**src/rtl/fetch_pkg.sv**
```systemverilog
// Shared definitions for the fetch-stage refill controller: FSM encoding and
// cache line geometry.
package fetch_pkg;

  typedef enum logic [1:0] {
    ST_IDLE = 2'd0,
    ST_REQ  = 2'd1,
    ST_WAIT = 2'd2,
    ST_FILL = 2'd3
  } state_e;

  localparam int LINE_W     = 128;
  localparam int LINE_OFF_W = 4;

endpackage

```
**src/rtl/icache_refill_ctrl.sv**
```systemverilog
// Instruction cache miss/refill sequencer: stalls fetch on a miss, requests the
// line from instruction memory (re-issuing on timeout) and writes it to the cache.
module icache_refill_ctrl
  import fetch_pkg::*;
#(
  parameter int ADDR_W  = 32,
  parameter int LINE_W  = fetch_pkg::LINE_W,
  parameter int TIMEOUT = 15,
  parameter int CNT_W   = 16
) (
  input  logic              clk,
  input  logic              rst,
  input  logic              fetch_req,
  input  logic [ADDR_W-1:0] fetch_addr,
  input  logic              cache_hit,
  output logic              mem_req,
  output logic [ADDR_W-1:0] mem_addr,
  input  logic              mem_ready,
  input  logic [LINE_W-1:0] mem_line,
  output logic              fill_we,
  output logic [ADDR_W-1:0] fill_addr,
  output logic [LINE_W-1:0] fill_line,
  output logic              pc_stall,
  output logic              busy,
  output logic [CNT_W-1:0]  miss_count,
  output logic [CNT_W-1:0]  retry_count,
  output logic [1:0]        dbg_state
);

  // Handshake: mem_req is a single-cycle pulse with mem_addr valid alongside it;
  // memory answers with mem_ready for one cycle carrying mem_line. A response is
  // only consumed in WAIT, so a late answer to a timed-out request is dropped.

  localparam logic [7:0] TIMEOUT_CNT = 8'(TIMEOUT);

  state_e             state_q, state_d;
  logic [ADDR_W-1:0]  miss_addr_q, miss_addr_d;
  logic [LINE_W-1:0]  line_buf_q, line_buf_d;
  logic [7:0]         wait_cnt_q, wait_cnt_d;
  logic [CNT_W-1:0]   miss_cnt_q, miss_cnt_d;
  logic [CNT_W-1:0]   retry_cnt_q, retry_cnt_d;

  logic               miss_now;
  logic               unused_addr_bits;

  assign unused_addr_bits = ^fetch_addr[LINE_OFF_W-1:0];
  assign miss_now         = fetch_req & ~cache_hit;

  always_comb begin
    state_d     = state_q;
    miss_addr_d = miss_addr_q;
    line_buf_d  = line_buf_q;
    wait_cnt_d  = wait_cnt_q;
    miss_cnt_d  = miss_cnt_q;
    retry_cnt_d = retry_cnt_q;
    case (state_q)
      ST_IDLE: begin
        if (miss_now) begin
          miss_addr_d = {fetch_addr[ADDR_W-1:LINE_OFF_W], {LINE_OFF_W{1'b0}}};
          miss_cnt_d  = miss_cnt_q + CNT_W'(1);
          state_d     = ST_REQ;
        end
      end
      ST_REQ: begin
        wait_cnt_d = '0;
        state_d    = ST_WAIT;
      end
      ST_WAIT: begin
        wait_cnt_d = wait_cnt_q + 8'd1;
        // A response on the timeout cycle itself is still taken.
        if (mem_ready) begin
          line_buf_d = mem_line;
          state_d    = ST_FILL;
        end else if (wait_cnt_d == TIMEOUT_CNT) begin
          retry_cnt_d = retry_cnt_q + CNT_W'(1);
          state_d     = ST_REQ;
        end
      end
      ST_FILL: begin
        state_d = ST_IDLE;
      end
      default: state_d = ST_IDLE;
    endcase
  end

  always_ff @(posedge clk or posedge rst) begin
    if (rst) begin
      state_q     <= ST_IDLE;
      miss_addr_q <= '0;
      line_buf_q  <= '0;
      wait_cnt_q  <= '0;
      miss_cnt_q  <= '0;
      retry_cnt_q <= '0;
    end else begin
      state_q     <= state_d;
      miss_addr_q <= miss_addr_d;
      line_buf_q  <= line_buf_d;
      wait_cnt_q  <= wait_cnt_d;
      miss_cnt_q  <= miss_cnt_d;
      retry_cnt_q <= retry_cnt_d;
    end
  end

  // The stall is combinational in IDLE so the missing fetch is held immediately.
  assign pc_stall    = (state_q != ST_IDLE) | miss_now;
  assign busy        = (state_q != ST_IDLE);
  assign mem_req     = (state_q == ST_REQ);
  assign fill_we     = (state_q == ST_FILL);
  assign mem_addr    = miss_addr_q;
  assign fill_addr   = miss_addr_q;
  assign fill_line   = line_buf_q;
  assign miss_count  = miss_cnt_q;
  assign retry_count = retry_cnt_q;
  assign dbg_state   = state_q;

endmodule

```
**config.mk**
```make
export PLATFORM = sky130hd
export DESIGN_NAME = icache_refill_ctrl
export DESIGN_NICKNAME = d
export VERILOG_FILES = /design/src/rtl/fetch_pkg.sv /design/src/rtl/icache_refill_ctrl.sv
export SDC_FILE = /design/constraint.sdc
export NUM_CORES = 1
export LEC_CHECK = 0
export CAP_MARGIN = 15
export CORE_AREA = 2 2 153 155
export CTS_CLUSTER_DIAMETER = 120
export DETAILED_ROUTE_END_ITERATION = 8
export DIE_AREA = 0 0 155 157
export GPL_TIMING_DRIVEN = 0
export PLACE_DENSITY = 0.73
export SLEW_MARGIN = 20
export SYNTH_ARGS = -nofsm -noshare
export SYNTH_HDL_FRONTEND = slang
export SYNTH_SLANG_ARGS = --single-unit
```
**constraint.sdc**
```tcl
create_clock -name clk -period 12.6 [get_ports clk]
set_clock_uncertainty 0.1 [all_clocks]
set_input_delay 1.26 -clock clk [delete_from_list [all_inputs] [get_ports clk]]
set_output_delay 1.26 -clock clk [all_outputs]
set_load 0.005 [all_outputs]
```
# [Yosys cells after proc, flatten, opt, wreduce, memory -nomap -nowiden]
# Cells that the tools add are included.
[totals] regBits=198 in_bits=165 out_inout_bits=230
[op_classes] add_sub_neg=3 eq_ne=6 mux=5 n_bitwise=4 n_reduce_logical=7
[ops] operator="16-bit by 1-bit adder with 16-bit output, second input constant" n=2
[ops] operator="8-bit case mux with 2 select lines" n=1
[ops] operator="8-bit by 1-bit adder with 8-bit output, second input constant" n=1
[ops] operator="8-bit by 4-bit == test with 1-bit output, second input constant" n=1
[ops] operator="2-bit case mux with 4 select lines" n=1
[ops] operator="2-bit two-way mux" n=3
[ops] operator="2-bit AND reduction" n=3
[ops] operator="2-bit == test, second input constant" n=2
[ops] operator="2-bit nonzero test" n=2
[ops] operator="3-bit inequality test, second input constant" n=1
[ops] operator="3-bit AND reduction" n=1
[ops] operator="2-bit by 1-bit == test with 1-bit output, second input constant" n=1
[ops] operator="2-bit zero test" n=1
[ops] operator="2-bit inequality test, second input constant" n=1
[ops] operator="1-bit inverter" n=2
[ops] operator="1-bit bitwise AND" n=1
[ops] operator="1-bit OR" n=1

# [Logic depth before layout (Yosys ltp)]
# Gate-level depths: netlist of run 1.
[depth] ltp_word=5 mapped_depth=10

# [Worst setup path after synthesis of run 1]
# OpenSTA, ideal clock, no wires.
[synth_timing] path_kind="input-to-output" startpoint="in fetch_req" endpoint="out pc_stall" arrival_time_ps=1721 required_ps=11240 setup_slack_ps=9519 path_stages=2 n_path_buf=0 path_cell_list="inv_1 -> o21ai_0"
[synth_via] elab_chain_cells=2
[synth_rtl] item="start, declared" line_no="icache_refill_ctrl.sv:13" text="input logic fetch_req,"
[synth_rtl] item="1-bit bitwise AND" line_no="icache_refill_ctrl.sv:47" text="assign miss_now = fetch_req & ~cache_hit;"
[synth_rtl] item="1-bit OR" line_no="icache_refill_ctrl.sv:105" text="assign pc_stall = (state_q != ST_IDLE) | miss_now;"
[synth_rtl] item="end, declared" line_no="icache_refill_ctrl.sv:23" text="output logic pc_stall,"
# No other way between the ends.

# [Final worst setup path of run 1]
# Same ends and word-level chain as after synthesis.

==> results by group, run 1 <==
Run status
  – Result of the run: complete, no violations

Die
  – Width of the chip: 155 um
  – Total core area: 22500 sq um
  – Placement Rows: 55
  – Initial core utilization: 36.54%
  – Total die area: 24340 sq um
  – Total I/O pin count: 395
  – Die boundary height: around 160 um

Layout
  – Most frequent cells in the layout: sky130_fd_sc_hd__clkdlybuf4s50_1, sky130_fd_sc_hd__dfrtp_1, sky130_fd_sc_hd__mux2_2
  – Layout overhead on the synthesized area: 59.65%
  – Most common cell after layout, fill and taps aside: sky130_fd_sc_hd__clkdlybuf4s50_1
  – Post-layout nets: 1220
  – Fraction of final layout cells with drive strength greater than 1: 20.38%
  – Fillers: about 1900
  – Design area: 13130 sq um
  – Area taken by flip-flops and latches: 4955 sq um
  – Area taken by multi-input logic gates: around 2800 sq um

Synth
  – Post-synthesis area per instance: ~13 sq um
  – Post-synthesis register bit count: 198
  – FFs w/ async S/R, synth: 100.0%
  – Primary flip-flop cell chosen by synthesis mapping: sky130_fd_sc_hd__dfrtp_1
  – Cell count after synthesis: 638
  – Distinct cell type count of the synthesized netlist: 44
  – Count of flip-flops with a built-in enable after synthesis: 0
  – Total standard cell area after synthesis: 8223 sq um
  – Proportion of synthesized chip area in sequential cells: 60.26%
  – Yosys warns: 0

CTS
  – CTS Buf Count: 17
  – Maximum level of the CTS H-tree: 4
  – Clk buf depth: 2
  – Clock latency reported for the late side of the worst-skew pair: 0.43 ns
  – Quantity of gates resized following cts: 0
  – Root Buffer: sky130_fd_sc_hd__clkbuf_16
  – Register clock-pin slew on the reported worst setup and hold paths: 0.08 ns
  – Clock tree from TritonCTS: done
  – Post-CTS Hold Buffers: 0
  – Clock Sinks: 198
  – Setup Fix Bufs, Post-CTS: 0

Power and ir drop
  – Total chip power: 0.002905 W
  – Largest vdd supply drop: 0.1107 mV
  – Logic gate share of total power: 43.1%
  – Clock share of power: between 20 and 25%
  – Internal power component: 0.002072 W
  – Leakage Power: ~5.7 nW
  – Share of total power in sequential cells: 36.2%
  – Fraction of power spent switching nets: roughly 29%
  – Power per Cell Area: about 220 nW/um^2
  – Total net switching power: ~0.00083 W

Hold path
  – Worst hold path class: reg2reg

Timing
  – Count of final hold-check violations: 0
  – Maximum frequency from static timing analysis: 235.6 MHz
  – Setup repair after global routing missed its margin: false
  – Actual transition at the worst max-transition pin: 1.069 ns
  – Min Tclk post-route: 4.245 ns
  – Worst slew slack as a fraction of its limit: 28.76%
  – Count of final max-slew check failures: 0
  – Share of the clock period used by the worst path after layout: 33.69%
  – Final setup TNS: 0 ns
  – Final setup violation count: 0

Critical path
  – Nature of the critical path startpoint: input port
  – CP Max Fanout: 5
  – Data required time at the worst endpoint: 11.24 ns
  – Critical path capture point type: output pin
  – Worst path arrival time: 2.88 ns
  – Setup CP Type: in2out

Place
  – Buffers on Ports: 382
  – Detailed placer's ending HPWL: 17.72 mm
  – Total cell area at the placement stage: 12460 sq um
  – Final Wtd Congestion: 0.7973

Global routing
  – Pin count of the biggest net entering global routing: 101
  – Overall fraction of global-route tracks in use: 18.94%
  – Antenna violations before repair: 0
  – Number of global-route vias before repair: around 6400
  – Overflow after GRT: 0
  – Global-route wire length before repair: 35.45 mm

Detailed routing
  – Detailed-route wire length per cell: 17.28 um
  – Post-detailed-routing wire length: 23.25 mm
  – DR pass1 iterations: 4
  – Average via count per standard cell: 4.627
  – Detailed-route DRC error count: 0
  – Number of DRC markers in iteration 0: approximately 270
  – Antenna Nets Post-Route: 0
  – Via count: around 6200

Job
  – Max-Cap Viols: 0
[per-layer routing]
metal / up-vias / track usage [%] / part of all wire, %
li1: 2921 / - / -
met1: 3011 / 22.41 / 39
met2: 259 / 32.38 / 50
met3: 37 / 5.975 / 8.0
met4: 0 / 7.231 / 2.7
met5: - / 0 / 0
[metrics by stage]
stage / hold WS, ns / utilization, % / setup WS (ns) / std cells
after global placement: 0.3630 / 55.23 / 2.983 / 1312
final: 0.3895 / 58.34 / 8.355 / 1346
after CTS: 0.3888 / 58.33 / 8.365 / 1345
after floorplan: 0.3676 / - / 5.843 / 645
after global routing: 0.4078 / 58.33 / 8.292 / 1345
after detailed placement: 0.3747 / 55.39 / 8.365 / 1313
[registers in the layout (all words and copies together), names as in the netlist]
register     cells
retry_count     16
fill_line      128
dbg_state        2
wait_cnt_q       8
fill_addr       28
miss_count      16
[power by group through the flow]
stage	Sequential (W)	Clock [W]	Combinational, W
after CTS	0.00105	0.000616	0.00127
after floorplan	0.00107	0	0.000452
after global placement	0.00105	0	0.00125
after detailed placement	0.00107	0	0.00127
final	0.00105	0.000602	0.00125
after global routing	0.00109	0.000642	0.00135
[cells by family after synthesis]
group | count (synthesis) | share of synthesized area, %
XOR/XNOR | 32 | 3.500
AO/OA/AOI/OAI | 22 | 1.963
buffers and inverters | 75 | 5.478
adder cells (fa/ha/maj) | 8 | 1.217
other | 1 | 0.04560
AND/OR/NAND/NOR | 172 | 9.708
multiplexers | 130 | 17.83
flip-flops | 198 | 60.26
[worst max-delay path, stage by stage]
cell,delay (ns)
sky130_fd_sc_hd__clkdlybuf4s50_1,0.46
sky130_fd_sc_hd__inv_1,0.05
sky130_fd_sc_hd__o21ai_0,0.49
sky130_fd_sc_hd__clkdlybuf4s50_1,0.62
[cells in the mapped netlist (2+ instances only)]
library cell               instances  share of area (%)
sky130_fd_sc_hd__nand2_1         113                5.2
sky130_fd_sc_hd__nor2_1            7               0.32
sky130_fd_sc_hd__nor3_1            7               0.43
sky130_fd_sc_hd__ha_1              8                1.2
sky130_fd_sc_hd__and2_1            2               0.15
sky130_fd_sc_hd__mux2_2          128                 18
sky130_fd_sc_hd__xor2_1            6               0.64
sky130_fd_sc_hd__o21ai_0           5               0.30
sky130_fd_sc_hd__and3_1           10               0.76
sky130_fd_sc_hd__dfrtp_1         198                 60
sky130_fd_sc_hd__clkbuf_1         25                1.1
sky130_fd_sc_hd__nand3_2           5               0.61
sky130_fd_sc_hd__o22ai_1           2               0.15
sky130_fd_sc_hd__buf_2             2               0.12
sky130_fd_sc_hd__buf_6             2               0.27
sky130_fd_sc_hd__a31oi_1           2               0.15
sky130_fd_sc_hd__xnor2_1          25                2.7
sky130_fd_sc_hd__nand4_1           5               0.38
sky130_fd_sc_hd__o31ai_1           4               0.37
sky130_fd_sc_hd__a22o_1            2               0.21
sky130_fd_sc_hd__inv_1             9               0.41
sky130_fd_sc_hd__buf_4            36                3.3
sky130_fd_sc_hd__nand3_1          14               0.85
[cell type report]
type	instances	share of cell area [%]
flip-flops and latches	198	37.74
repair buffers	383	29.34
multi-input cells	372	21.66
clock buffers	17	3.241
plain buffers	66	3.174
well taps	285	2.716
clock inverters	15	1.792
inverters	9	0.3145
diodes	1	0.01906
[final timing paths]
path	startpoint	end	slack, ns	cells past startpoint
max in group asynchronous	rst	fill_line[52]	10.24	3
min in group asynchronous	rst	fill_line[15]	1.24	2
max	fetch_req	pc_stall	8.36	4
min reg2reg	miss_count[15]	miss_count[15]	0.39	1
max reg2reg	dbg_state[0]	fill_line[92]	9.60	7
min	miss_count[15]	miss_count[15]	0.39	1
Power figures use the tool's default switching activity.
==> run 2: changes to the inputs <==
- CORE_AREA: 2 2 153 155 -> not set
- CORE_MARGIN: not set -> 1.5
- CORE_UTILIZATION: not set -> 37
- DIE_AREA: 0 0 155 157 -> not set
- PLACE_DENSITY: 0.73 -> 0.77
- clock period: 12.6 -> 3.7 ns (I/O delays scaled with it)
==> run 2 against run 1 <==
Net effect: first-iteration DRC count decreased by 13%; global-route usage increased by 1.0 points; sequential cell count unchanged; hold slack got worse by 0.23 ns; worst setup slack got worse by 7.7 ns; largest power group unchanged; final cell count about the same; final area increased by 0.11%; critical endpoint is now fill_line[78]; routed wire length decreased by 3.3%.
==> results by group, run 2 (synthesis gave the netlist of run 1 again) <==
Timing
  – Setup repair after global routing missed its margin: false
  – Actual transition at the worst max-transition pin: between 1 and 1.5 ns
  – Count of final max-slew check failures: 0
  – Worst slew slack as a fraction of its limit: 28.84%
  – Final setup violation count: 0
  – Fin Hold WS: 0.1591 ns
  – Share of the clock period used by the worst path after layout: 81.87%
  – Final worst-path setup slack: 0.6710 ns
  – Count of final hold-check violations: 0
  – Maximum frequency from static timing analysis: between 300 and 400 MHz
  – Min Tclk post-route: 3.029 ns

Power and ir drop
  – Leakage Power: about 5.7 nW
  – Power per Cell Area: around 740 nW/um^2
  – Largest vdd supply drop: 0.4095 mV

Global routing
  – Global-route wire length before repair: approximately 36 mm
  – Number of global-route vias before repair: 6644
  – Pin count of the biggest net entering global routing: 34
  – Overall fraction of global-route tracks in use: between 10% and 20%
  – Antenna violations before repair: 0
  – Overflow after GRT: 0

Place
  – Worst-case setup slack after placement: 0.5611 ns
  – Final Wtd Congestion: 0.7816
  – Detailed placer's ending HPWL: 17.44 mm
  – Buffers on Ports: about 380

Critical path
  – Cell with the biggest individual delay on the critical path: sky130_fd_sc_hd__clkbuf_1
  – Data required time at the worst endpoint: 3.92 ns
  – Nature of the critical path startpoint: register
  – CP Max Fanout: 10
  – Crit-path max cell delay: 0.85 ns
  – Setup CP Type: reg2reg
  – Family with the most delay on the worst path: buffers and inverters
  – Worst path arrival time: 3.24 ns
  – Cell with the most instances on the worst path: sky130_fd_sc_hd__clkbuf_1
  – Sum of buffers and inverters on the critical path: 4
  – Critical path capture point type: register
  – Cell Chain, Critical Path: inv_1 -> ha_1 -> buf_2 -> nand2_1 -> clkbuf_1 -> clkbuf_1 -> mux2_2

CTS
  – Setup Fix Bufs, Post-CTS: 0
  – Clk buf depth: 2
  – Clock latency reported for the late side of the worst-skew pair: 0.43 ns
  – Post-CTS Hold Buffers: 0
  – Quantity of gates resized following cts: 0
  – Register clock-pin slew on the reported worst setup and hold paths: 0.08 ns
  – Maximum level of the CTS H-tree: 4
  – Root Buffer: sky130_fd_sc_hd__clkbuf_16
  – Clock Sinks: 198
  – CTS Buf Count: 17
  – Clock tree from TritonCTS: done

Layout
  – Diode insertion count for antenna repair: 0
  – Fraction of final layout cells with drive strength greater than 1: 20.66%
  – Max FFs per register: 128
  – Post-layout nets: between 1000 and 1500
  – Layout overhead on the synthesized area: 59.81%
  – Fillers: 1764
  – Most common cell after layout, fill and taps aside: sky130_fd_sc_hd__clkdlybuf4s50_1
  – Most frequent cells in the layout: sky130_fd_sc_hd__clkdlybuf4s50_1, sky130_fd_sc_hd__dfrtp_1, sky130_fd_sc_hd__mux2_2

Detailed routing
  – DR pass1 iterations: 6
  – Detailed route wirelength on metal3: around 1.5 mm
  – Antenna Nets Post-Route: 0
  – Detailed-route DRC error count: 0
  – Detailed-route wire length per cell: 16.72 um
  – Number of DRC markers in iteration 0: about 230
  – Average via count per standard cell: between 4 and 5
  – Uppermost layer routed: met4
  – Via count: 6274
  – Wire length on met2: between 10 and 15 mm
  – Routed length on met1: just over 9 mm
  – Post-detailed-routing wire length: about 22 mm

Hold path
  – Worst hold path class: in2async

Job
  – Max-Cap Viols: 0

Die
  – Initial core utilization: 37.68%
  – Total I/O pin count: 395
  – Total core area: about 22000 sq um
  – Die boundary height: between 150 and 200 um
  – Width of the chip: around 150 um
  – Total die area: between 20000 and 25000 sq um
  – Placement Rows: 54

Run status
  – Result of the run: complete, no violations
run 2: cell types whose count changed in the layout (fill, tap and decap cells not counted), sizes merged:
cell      delta
bufinv       -2
clkbuf       +1
clkinvlp     +1
buf          +5
diode        -1
run 2: power by group:
group          leakage, nW  total (W)  internal [W]  switching, W
sequential            2.44    0.00360       0.00306      0.000537
combinational         2.99    0.00425       0.00289       0.00136
clock                0.291    0.00187      0.000966      0.000902
total                 5.73    0.00972       0.00692       0.00280
run 2: worst reg2reg max path: cells and delay by family (launching register included):
family / cells / cell delay [ns]
buffers and inverters: 4 / 1.61
DFF: 1 / 0.44
adders and majority gates: 1 / 0.20
and+or+nand+nor: 1 / 0.12
muxes: 1 / 0.43
run 2: layout make-up:
type	count	area [sq um]	share of cell area, %
clock buffer	18	429.2	3.266
clock inverter	14	165.2	1.257
buffer	66	416.7	3.171
sequential	198	4955	37.70
tap	280	350.3	2.666
multi-input combinational	372	2844	21.64
inverter	9	37.54	0.2856
timing repair buffer	388	3944	30.01
run 2: routing by layer:
metal / up-vias / track usage [%]
met1: 3059 / 24.04
met3: 40 / 6.275
met5: - / 0
met2: 243 / 33.66
met4: 0 / 7.351
li1: 2932 / -
run 2: stage by stage:
step	utilization [%]	cells	area [sq um]	setup TNS, ns	power (W)
CTS	60.22	1345	13140	0	0.009853
floorplan	-	645	8253	0	0.005186
finish	60.22	1345	13140	0	0.009720
global route	60.22	1345	13140	0	0.01030
global placement	56.94	1307	12430	-197.45	0.007806
detailed placement	57.49	1313	12550	0	0.007938
run 2: path summary, 6_finish.rpt:
| check | startpoint | endpoint | slack, ns | cells after the start |
|---|---|---|---|---|
| max in group asynchronous | rst | fill_line[37] | 2.36 | 5 |
| hold / removal | rst | retry_count[15] | 0.16 | 2 |
| min in group clk | fetch_addr[21] | fill_addr[21] | 0.36 | 3 |
| setup / recovery | dbg_state[0] | fill_line[78] | 0.67 | 7 |
| hold reg to reg | retry_count[15] | retry_count[15] | 0.37 | 1 |
| setup reg to reg | dbg_state[0] | fill_line[78] | 0.67 | 7 |
